## src/rtl/dtw_path_backtrack_if.sv

```systemverilog
// Column-load and step-stream handshake bundle for the DTW path backtracker.
// The slave modport is the backtracker; the master modport is its environment.
interface dtw_path_backtrack_if #(
    parameter int unsigned ROWS = 32,
    parameter int unsigned IW   = 5
);
    logic              col_valid;
    logic              col_ready;
    logic [2*ROWS-1:0] col_data;
    logic              step_valid;
    logic              step_ready;
    logic [IW-1:0]     step_i;
    logic [IW-1:0]     step_j;
    logic              step_last;

    modport master (
        output col_valid, col_data, step_ready,
        input  col_ready, step_valid, step_i, step_j, step_last
    );

    modport slave (
        input  col_valid, col_data, step_ready,
        output col_ready, step_valid, step_i, step_j, step_last
    );
endinterface

```

## src/rtl/dtw_path_backtrack.sv

```systemverilog
// Captures a grid of 2-bit DTW predecessor codes column by column, then walks the
// optimal warping path from the far corner back to (0,0) as a ready/valid step stream.
module dtw_path_backtrack #(
    parameter int unsigned ROWS = 32,
    parameter int unsigned COLS = 32,
    parameter int unsigned IW   = 5
) (
    input  logic                 clk,
    input  logic                 rst,
    input  logic                 start,
    input  logic [IW:0]          len_i,
    input  logic [IW:0]          len_j,
    dtw_path_backtrack_if.slave  bus,
    output logic                 busy,
    output logic                 done,
    output logic                 err,
    output logic [IW+1:0]        path_len
);

    typedef enum logic [1:0] {StIdle, StLoad, StTrace, StDone} state_e;

    localparam logic [IW:0] RowsMax = (IW+1)'(ROWS);
    localparam logic [IW:0] ColsMax = (IW+1)'(COLS);

    state_e        state_q, state_d;
    logic [IW:0]   len_i_q, len_i_d;
    logic [IW:0]   len_j_q, len_j_d;
    logic [IW-1:0] col_cnt_q, col_cnt_d;
    logic [IW-1:0] cur_i_q, cur_i_d;
    logic [IW-1:0] cur_j_q, cur_j_d;
    logic          err_q, err_d;
    logic [IW+1:0] path_len_q, path_len_d;

    // Storage is indexed [column][row]; no reset since contents are rewritten per job.
    logic [1:0]    mem_q [COLS][ROWS];
    logic [1:0]    code_cur;
    logic          col_we;
    logic          at_origin;

    assign code_cur  = mem_q[cur_j_q][cur_i_q];
    assign at_origin = (cur_i_q == '0) && (cur_j_q == '0);

    assign bus.col_ready  = (state_q == StLoad);
    assign bus.step_valid = (state_q == StTrace);
    assign bus.step_i     = cur_i_q;
    assign bus.step_j     = cur_j_q;
    assign bus.step_last  = (state_q == StTrace) && at_origin;
    assign busy           = (state_q != StIdle);
    assign done           = (state_q == StDone);
    assign err            = err_q;
    assign path_len       = path_len_q;

    always_comb begin
        state_d    = state_q;
        len_i_d    = len_i_q;
        len_j_d    = len_j_q;
        col_cnt_d  = col_cnt_q;
        cur_i_d    = cur_i_q;
        cur_j_d    = cur_j_q;
        err_d      = err_q;
        path_len_d = path_len_q;
        col_we     = 1'b0;

        unique case (state_q)
            StIdle: begin
                if (start) begin
                    len_i_d    = len_i;
                    len_j_d    = len_j;
                    err_d      = 1'b0;
                    path_len_d = '0;
                    col_cnt_d  = '0;
                    if ((len_i == '0) || (len_j == '0) || (len_i > RowsMax) ||
                        (len_j > ColsMax)) begin
                        err_d   = 1'b1;
                        state_d = StDone;
                    end else begin
                        state_d = StLoad;
                    end
                end
            end

            StLoad: begin
                if (bus.col_valid) begin
                    col_we    = 1'b1;
                    col_cnt_d = col_cnt_q + 1'b1;
                    if ({1'b0, col_cnt_q} == (len_j_q - 1'b1)) begin
                        cur_i_d = IW'(len_i_q - 1'b1);
                        cur_j_d = IW'(len_j_q - 1'b1);
                        state_d = StTrace;
                    end
                end
            end

            StTrace: begin
                if (bus.step_ready) begin
                    path_len_d = path_len_q + 1'b1;
                    if (at_origin) begin
                        state_d = StDone;
                    end else if (cur_i_q == '0) begin
                        cur_j_d = cur_j_q - 1'b1;
                    end else if (cur_j_q == '0) begin
                        cur_i_d = cur_i_q - 1'b1;
                    end else begin
                        case (code_cur)
                            2'b11: begin
                                cur_i_d = cur_i_q - 1'b1;
                                cur_j_d = cur_j_q - 1'b1;
                            end
                            2'b10:   cur_i_d = cur_i_q - 1'b1;
                            2'b01:   cur_j_d = cur_j_q - 1'b1;
                            default: begin
                                err_d   = 1'b1;
                                state_d = StDone;
                            end
                        endcase
                    end
                end
            end

            StDone:  state_d = StIdle;

            default: state_d = StIdle;
        endcase
    end

    always_ff @(posedge clk) begin
        if (rst) begin
            state_q    <= StIdle;
            len_i_q    <= '0;
            len_j_q    <= '0;
            col_cnt_q  <= '0;
            cur_i_q    <= '0;
            cur_j_q    <= '0;
            err_q      <= 1'b0;
            path_len_q <= '0;
        end else begin
            state_q    <= state_d;
            len_i_q    <= len_i_d;
            len_j_q    <= len_j_d;
            col_cnt_q  <= col_cnt_d;
            cur_i_q    <= cur_i_d;
            cur_j_q    <= cur_j_d;
            err_q      <= err_d;
            path_len_q <= path_len_d;
        end
    end

    always_ff @(posedge clk) begin
        if (col_we) begin
            for (int r = 0; r < ROWS; r++) begin
                mem_q[col_cnt_q][r] <= bus.col_data[2*r +: 2];
            end
        end
    end

endmodule

```

## src/flat_wrapper.sv

```systemverilog
// flat-port wrapper written by rule: the top's interface ports become plain ports
module dtw_path_backtrack_flat 
#(
    parameter int unsigned ROWS = 32,
    parameter int unsigned COLS = 32,
    parameter int unsigned IW   = 5
)
  (clk, rst, start, len_i, len_j, busy, done, err, path_len, bus_col_valid, bus_col_data, bus_step_ready, bus_col_ready, bus_step_valid, bus_step_i, bus_step_j, bus_step_last);
  dtw_path_backtrack_if #(.ROWS(ROWS), .IW(IW)) bus_i ();
  input  logic clk;
  input  logic rst;
  input  logic start;
  input  logic [IW:0] len_i;
  input  logic [IW:0] len_j;
  output logic busy;
  output logic done;
  output logic err;
  output logic [IW+1:0] path_len;
  input wire logic [$bits(bus_i.col_valid)-1:0] bus_col_valid;
  input wire logic [$bits(bus_i.col_data)-1:0] bus_col_data;
  input wire logic [$bits(bus_i.step_ready)-1:0] bus_step_ready;
  output wire logic [$bits(bus_i.col_ready)-1:0] bus_col_ready;
  output wire logic [$bits(bus_i.step_valid)-1:0] bus_step_valid;
  output wire logic [$bits(bus_i.step_i)-1:0] bus_step_i;
  output wire logic [$bits(bus_i.step_j)-1:0] bus_step_j;
  output wire logic [$bits(bus_i.step_last)-1:0] bus_step_last;
  assign bus_i.col_valid = bus_col_valid;
  assign bus_i.col_data = bus_col_data;
  assign bus_i.step_ready = bus_step_ready;
  assign bus_col_ready = bus_i.col_ready;
  assign bus_step_valid = bus_i.step_valid;
  assign bus_step_i = bus_i.step_i;
  assign bus_step_j = bus_i.step_j;
  assign bus_step_last = bus_i.step_last;
  dtw_path_backtrack #(.ROWS(ROWS), .COLS(COLS), .IW(IW)) u_core (.clk(clk), .rst(rst), .start(start), .len_i(len_i), .len_j(len_j), .bus(bus_i), .busy(busy), .done(done), .err(err), .path_len(path_len));
endmodule
```

## config.mk

```make
export PLATFORM = sky130hd
export DESIGN_NAME = dtw_path_backtrack_flat
export DESIGN_NICKNAME = d
export VERILOG_FILES = /design/src/rtl/dtw_path_backtrack_if.sv /design/src/rtl/dtw_path_backtrack.sv /design/src/flat_wrapper.sv
export SDC_FILE = /design/constraint.sdc
export NUM_CORES = 2
export LEC_CHECK = 0
export CAP_MARGIN = 5
export CORE_MARGIN = 2
export CORE_UTILIZATION = 45
export CTS_CLUSTER_SIZE = 30
export DETAILED_ROUTE_END_ITERATION = 8
export GPL_TIMING_DRIVEN = 0
export PLACE_DENSITY = 0.71
export SLEW_MARGIN = 20
export SYNTH_ARGS = -nofsm -noshare
export SYNTH_HDL_FRONTEND = slang
export SYNTH_SLANG_ARGS = --single-unit
```

## constraint.sdc

```tcl
create_clock -name clk -period 5.2 [get_ports clk]
set_input_delay 1.04 -clock clk [delete_from_list [all_inputs] [get_ports clk]]
set_output_delay 1.04 -clock clk [all_outputs]
set_load 0.005 [all_outputs]
```

### Yosys cells after proc, flatten, opt, wreduce, memory -nomap -nowiden

Memory sizes are Yosys's and may differ from the RTL's. A register that Yosys moved wholly into a read port is not among the register bits.
Index checks and enable logic that the tools add are counted.

| storage, ports and cells | value |
|---|---|
| flip-flop bits (word level) | 36 |
| bits in latches | 0 |
| bits in writable memories | 2,048 |
| bits in read-only memories | 0 |
| bits of input ports | 81 |
| memories kept | 1 |

| cells by class | value |
|---|---|
| add/subtract/negate cells | 6 |
| multipliers | 0 |
| div/mod/pow operators | 0 |
| magnitude comparators | 3 |
| eq/ne operators | 21 |
| shift-type cells | 0 |
| mux-type cells | 49 |
| bitwise operators | 1 |
| reductions and logical operators | 24 |

Memory list:

| memory | depth | width | read ports | clocked after Yosys merged registers in | wr ports | line | RTL |
|---|---|---|---|---|---|---|---|
| u_core.mem_q | 32 | 64 | 1 | 1 | 1 | dtw_path_backtrack.sv:35 | `logic [1:0] mem_q [COLS][ROWS];` |

Operator list:

| operator | number |
|---|---|
| 5-bit 2-to-1 mux | 18 |
| 5-bit case mux with 2 select lines | 3 |
| 7-bit AND reduction | 4 |
| 2-bit 2-to-1 mux | 11 |
| 3-bit by 2-bit != test with 1-bit output (second input constant) | 6 |
| 5-bit by 1-bit subtractor with 5-bit output (second input constant) | 3 |
| 7-bit 2-to-1 mux | 2 |
| 2-bit != test (second input constant) | 7 |
| 7-bit case mux with 2 select lines | 1 |
| 6-bit greater-than comparator (second input constant) | 2 |
| 6-bit zero test | 2 |
| 1-bit 2-to-1 mux | 11 |
| 2-bit binary-select mux with 5-bit select | 1 |
| 5-bit zero test | 2 |
| 2-bit equality test (second input constant) | 4 |
| 2-bit case mux with 4 select lines | 1 |
| 2-bit nonzero test | 4 |
| 7-bit by 1-bit adder with 7-bit output (second input constant) | 1 |
| 5-bit by 6-bit equality test with 1-bit output | 1 |
| 6-bit >= comparator (second input constant) | 1 |
| 5-bit NOT with 6-bit output | 1 |
| 3-bit AND reduction | 2 |
| 6-bit by 1-bit subtractor with 6-bit output (second input constant) | 1 |
| 5-bit by 1-bit adder with 5-bit output (second input constant) | 1 |
| 9 further kinds | 14 |

### Longest topological paths before layout

| logic depth | value |
|---|---|
| depth after elaboration | 14 |
| mapped depth | 17 |
| gate-level depth less buffers | 10 |

### Worst setup path after synthesis

Ideal clock, no wire load.

| path | value |
|---|---|
| path kind | input-to-reg |
| start | input port bus_col_valid |
| end | memory u_core.mem_q[31][0] (netlist name), enable pin |
| arrival | 4,079 ps |
| slack | 635 ps |
| stages | 3 |
| path buffers | 0 |
| cells stage by stage | and2_1 > nand2_1 > nor2_1 |

| on the way | value |
|---|---|
| cells in the longest elaborated chain, start to end | 4 |

RTL lines:

| element | line | RTL |
|---|---|---|
| from (decl) | flat_wrapper.sv:19 | `input wire logic [$bits(bus_i.col_valid)-1:0] bus_col_valid;` |
| 1-bit 2-to-1 mux | dtw_path_backtrack.sv:83 | `if (bus.col_valid) begin` |
| 1-bit 2-to-1 mux | dtw_path_backtrack.sv:64 | `unique case (state_q)` |
| 1-bit 2-to-1 mux | dtw_path_backtrack.sv:149 | `if (col_we) begin` |
| 1-bit 2-to-1 mux (implied by the code) | dtw_path_backtrack.sv:151 | `mem_q[col_cnt_q][r] <= bus.col_data[2*r +: 2];` |
| to (decl) | dtw_path_backtrack.sv:35 |  |

No other way between the ends.

==> impl_metrics.sql <==
INSERT INTO impl_metrics (metric_group, metric, value, unit) VALUES
('status', 'run_status', 'complete, but fails checks', ''),
('status', 'failing_checks', 'negative setup slack', ''),
('placed_design', 'gp_routability_congestion', '0.884', ''),
('logic_synthesis', 'yosys.area_share.adder', '0.215', '%'),
('clock_network', 'cts.sink_count', '2089', ''),
('pwr', 'power-per-cell-area', '495', 'nW/um^2'),
('job', 'cap_violations', '0', ''),
('min_path', 'hold_path_class', 'reg -> reg', ''),
('logic_synthesis', 'synth-xor-area-share', '0.247', '%'),
('sta', 'report.final.hold_viol_count', '0', ''),
('logic_synthesis', 'synth_area_leader_cell', 'sky130_fd_sc_hd__edfxtp_1', ''),
('logic_synthesis', 'flip_flop_and_latch_count_after_synthesis', '2089', ''),
('logic_synthesis', 'syn-mean-instance-area', '21.3', 'sq um'),
('cells_and_area', 'syn_to_final_growth', '17.5', '%'),
('setup_path', 'worst-endpoint-required', '5940', 'ps'),
('min_path', 'timing.hold.worst.start', 'u_core.len_j_q[1]', ''),
('logic_synthesis', 'synth_flop_type', 'sky130_fd_sc_hd__edfxtp_1', ''),
('logic_synthesis', 'synth.area.top_cells', 'sky130_fd_sc_hd__edfxtp_1 75%, sky130_fd_sc_hd__mux4_2 12%, sky130_fd_sc_hd__mux2i_1 2.2%', ''),
('min_path', 'min_delay_worst_endpoint', 'u_core.len_j_q[1]', ''),
('sta', 'clock-skew-final', '54.9', 'ps'),
('pwr', 'leakage_power_of_the_design', '29.6', 'nW'),
('sta', 'tightestPinTransition', '1180', 'ps'),
('detailed_routing', 'drc', '0', ''),
('sta', 'final_period_minus_worst_setup_slack', '5340', 'ps'),
('clock_network', 'tritoncts.num_buffers', '200', ''),
('setup_path', 'end_kind', 'register', ''),
('detailed_routing', 'post_drt_wl_per_cell', '39.6', 'um'),
('grt', 'wire_length_of_the_first_global_routing_pass', '366', 'mm'),
('clock_network', 'buffers_from_clock_root_to_sink_at_most', '3', ''),
('detailed_routing', 'drt_pre_antenna_iters', '6', ''),
('sta', 'rsz_0062_raised_after_global_routing', 'true', ''),
('grt', 'grtUsageTotal', '29.0', '%'),
('grt', 'globalRouteOverflowTotal', '0', ''),
('logic_synthesis', 'main_combinational_cell_family_by_area_after_synthesis', 'multiplexers', ''),
('floorplan', 'core.rowCount', '156', ''),
('pwr', 'vdd_drop_max', '0.301', 'mV'),
('clock_network', 'cts.root.buffer_cell', 'sky130_fd_sc_hd__clkbuf_16', ''),
('logic_synthesis', 'cell_with_the_most_instances_after_synthesis', 'sky130_fd_sc_hd__edfxtp_1', ''),
('clock_network', 'cts_max_level', '4', ''),
('floorplan', 'floorplan.initialDensity', '45.2', '%'),
('cells_and_area', 'final_layout_size_suffix_gt1_share', '26.5', '%'),
('logic_synthesis', 'synth_nets', '3935', ''),
('floorplan', 'floorplan.die.height', '430', 'um'),
('setup_path', 'criticalPathCategory', 'reg -> reg', ''),
('clock_network', 'cts_clock_pin_slew_for_the_worst_setup_and_hold_paths', '60', 'ps'),
('detailed_routing', 'totalWireLength', '272', 'mm'),
('floorplan', 'io_pins', '104', ''),
('logic_synthesis', 'synth_mux_area_share', '15.1', '%'),
('sta', 'setup_violations', '11', ''),
('detailed_routing', 'drt_first_iter_violations', '9514', ''),
('placed_design', 'placement.io_buffers', '103', ''),
('sta', 'setup_total_negative_slack', '-945', 'ps'),
('grt', 'antenna_found_initial', '23', ''),
('logic_synthesis', 'synth_top_area_share', '75.3', '%'),
('floorplan', 'chip_width', '430', 'um'),
('placed_design', 'post_placement_worst_setup_slack', '-766', 'ps'),
('detailed_routing', 'post_drt_via_cell_ratio', '6.81', ''),
('detailed_routing', 'detailroute.via_count', '46600', ''),
('min_path', 'holdPathStages', '2', ''),
('grt', 'pin_count_of_the_biggest_net_entering_global_routing', '33', ''),
('sta', 'final.setup.worst_slack', '-137', 'ps'),
('placed_design', 'dp_hpwl', '178', 'mm'),
('setup_path', 'cp-start-kind', 'register', ''),
('logic_synthesis', 'ys_types', '91', ''),
('cells_and_area', 'finish.net_count', '4395', ''),
('sta', 'final.period_utilization', '103', '%'),
('setup_path', 'reg2reg_depth', '13', ''),
('clock_network', 'post-cts-setup-buffer-count', '0', ''),
('clock_network', 'worst_skew_pair.late_latency', '860', 'ps'),
('sta', 'timing.slew.headroom', '20.9', '%'),
('cells_and_area', 'final_core_utilization', '53.2', '%');
## final cells by class
type	instances	area (sq um)
Clock buffer	245	5190
Timing Repair Buffer	259	4520
Fill cell	13300	84600
Clock inverter	128	1210
Multi-Input combinational cell	1519	18000
Antenna cell	13	32.5
Tap cell	2370	2970
Sequential cell	2089	62300
Buffer	213	1690
Inverter	18	67.6
## worst max-delay path by stage
stage / slack, ps / endpoint / startpoint
after global routing: -30 / register / register
after global placement: -5220 / u_core.mem_q[8][25] / bus_col_valid
after CTS: 6 / register / register
final: -140 / register / register
after detailed placement: -770 / u_core.bus.step_i[0] / register
after floorplan: 630 / u_core.mem_q[31][0] / bus_col_valid
## stage by stage
| stage | power, mW | instance area, sq um | hold slack [ps] | cells |
|---|---|---|---|---|
| finish | 47.5 | 96000 | 476 | 6854 |
| global route | 48.2 | 96000 | 505 | 6846 |
| CTS | 47.0 | 96000 | 479 | 6841 |
| detailed placement | 32.9 | 89500 | 469 | 6468 |
| global placement | 32.7 | 85700 | 462 | 6313 |
| floorplan | 27.2 | 81700 | 436 | 3840 |
## power breakdown
part           leakage [nW]  switching, mW  internal [mW]
clock                  3.09           6.58           7.78
sequential             18.7          0.146           18.7
combinational          7.80           9.14           5.22
## layout by cell type, fill, tap and decap left out, types with 32 or more instances in the layout
cell                              netlist  routed
sky130_fd_sc_hd__mux4_2               444     444
sky130_fd_sc_hd__nand3_1               35      33
sky130_fd_sc_hd__a22oi_1               92      92
sky130_fd_sc_hd__o22ai_1               36      36
sky130_fd_sc_hd__buf_4                 43      56
sky130_fd_sc_hd__clkinv_1               0      54
sky130_fd_sc_hd__clkdlybuf4s50_1        0      76
sky130_fd_sc_hd__nand2_1              133     132
sky130_fd_sc_hd__clkbuf_16              0     200
sky130_fd_sc_hd__buf_16                 0      71
sky130_fd_sc_hd__mux2i_1              180     180
sky130_fd_sc_hd__nor2_4                 0      32
sky130_fd_sc_hd__edfxtp_1            2048    2048
sky130_fd_sc_hd__dfxtp_1               41      40
sky130_fd_sc_hd__a21oi_1               67      67
sky130_fd_sc_hd__clkbuf_1              35      67
sky130_fd_sc_hd__buf_2                 58      68
sky130_fd_sc_hd__nor2_1               101      67
sky130_fd_sc_hd__buf_12                 6      86
sky130_fd_sc_hd__buf_6                 47      49
## kinds of logic (layout without fill, tap and decap cells)
family,Yosys count,in the layout
DFF,2089,2089
muxes,661,661
and+or+nand+nor,437,437
AOI/OAI and AO/OA,384,384
buffers and inverters,232,863
xor gates and xnor gates,23,23
adders and majority gates,14,14
other,0,13
## repair_timing
item,4_1_cts,5_1_grt
endpoints found under the setup margin,18,18
hold buffers,0,0
hold endpoints to repair,0,0
gates resized for setup,29,18
## flip-flops by register name, summed over array words and instances, names as in the netlist, 2 cells and up, named ones only
name,cells
u_core.col_cnt_q,5
u_core.state_q,2
u_core.path_len,7
u_core.bus.step_i,5
u_core.len_i_q,5
u_core.bus.step_j,5
u_core.mem_q,2048
u_core.len_j_q,6
## worst max-delay path, cell delays in order (launching register included)
cell	delay [ps]
sky130_fd_sc_hd__dfxtp_1	350
sky130_fd_sc_hd__buf_4	210
sky130_fd_sc_hd__buf_4	190
sky130_fd_sc_hd__inv_2	300
sky130_fd_sc_hd__buf_2	590
sky130_fd_sc_hd__buf_2	670
sky130_fd_sc_hd__mux4_2	420
sky130_fd_sc_hd__a22oi_1	550
sky130_fd_sc_hd__o21ai_1	160
sky130_fd_sc_hd__o21ai_0	410
sky130_fd_sc_hd__o2111ai_2	380
sky130_fd_sc_hd__nor3_4	480
sky130_fd_sc_hd__nor4_1	140
sky130_fd_sc_hd__o311a_1	350
## metal layers
metal / GRT usage, % / part of all wire, %
met1: 37.7 / 33
met5: 0 / 0.032
met4: 14.2 / 5.3
met3: 9.65 / 15
met2: 44.2 / 46
(Power assumes the default switching activity.)
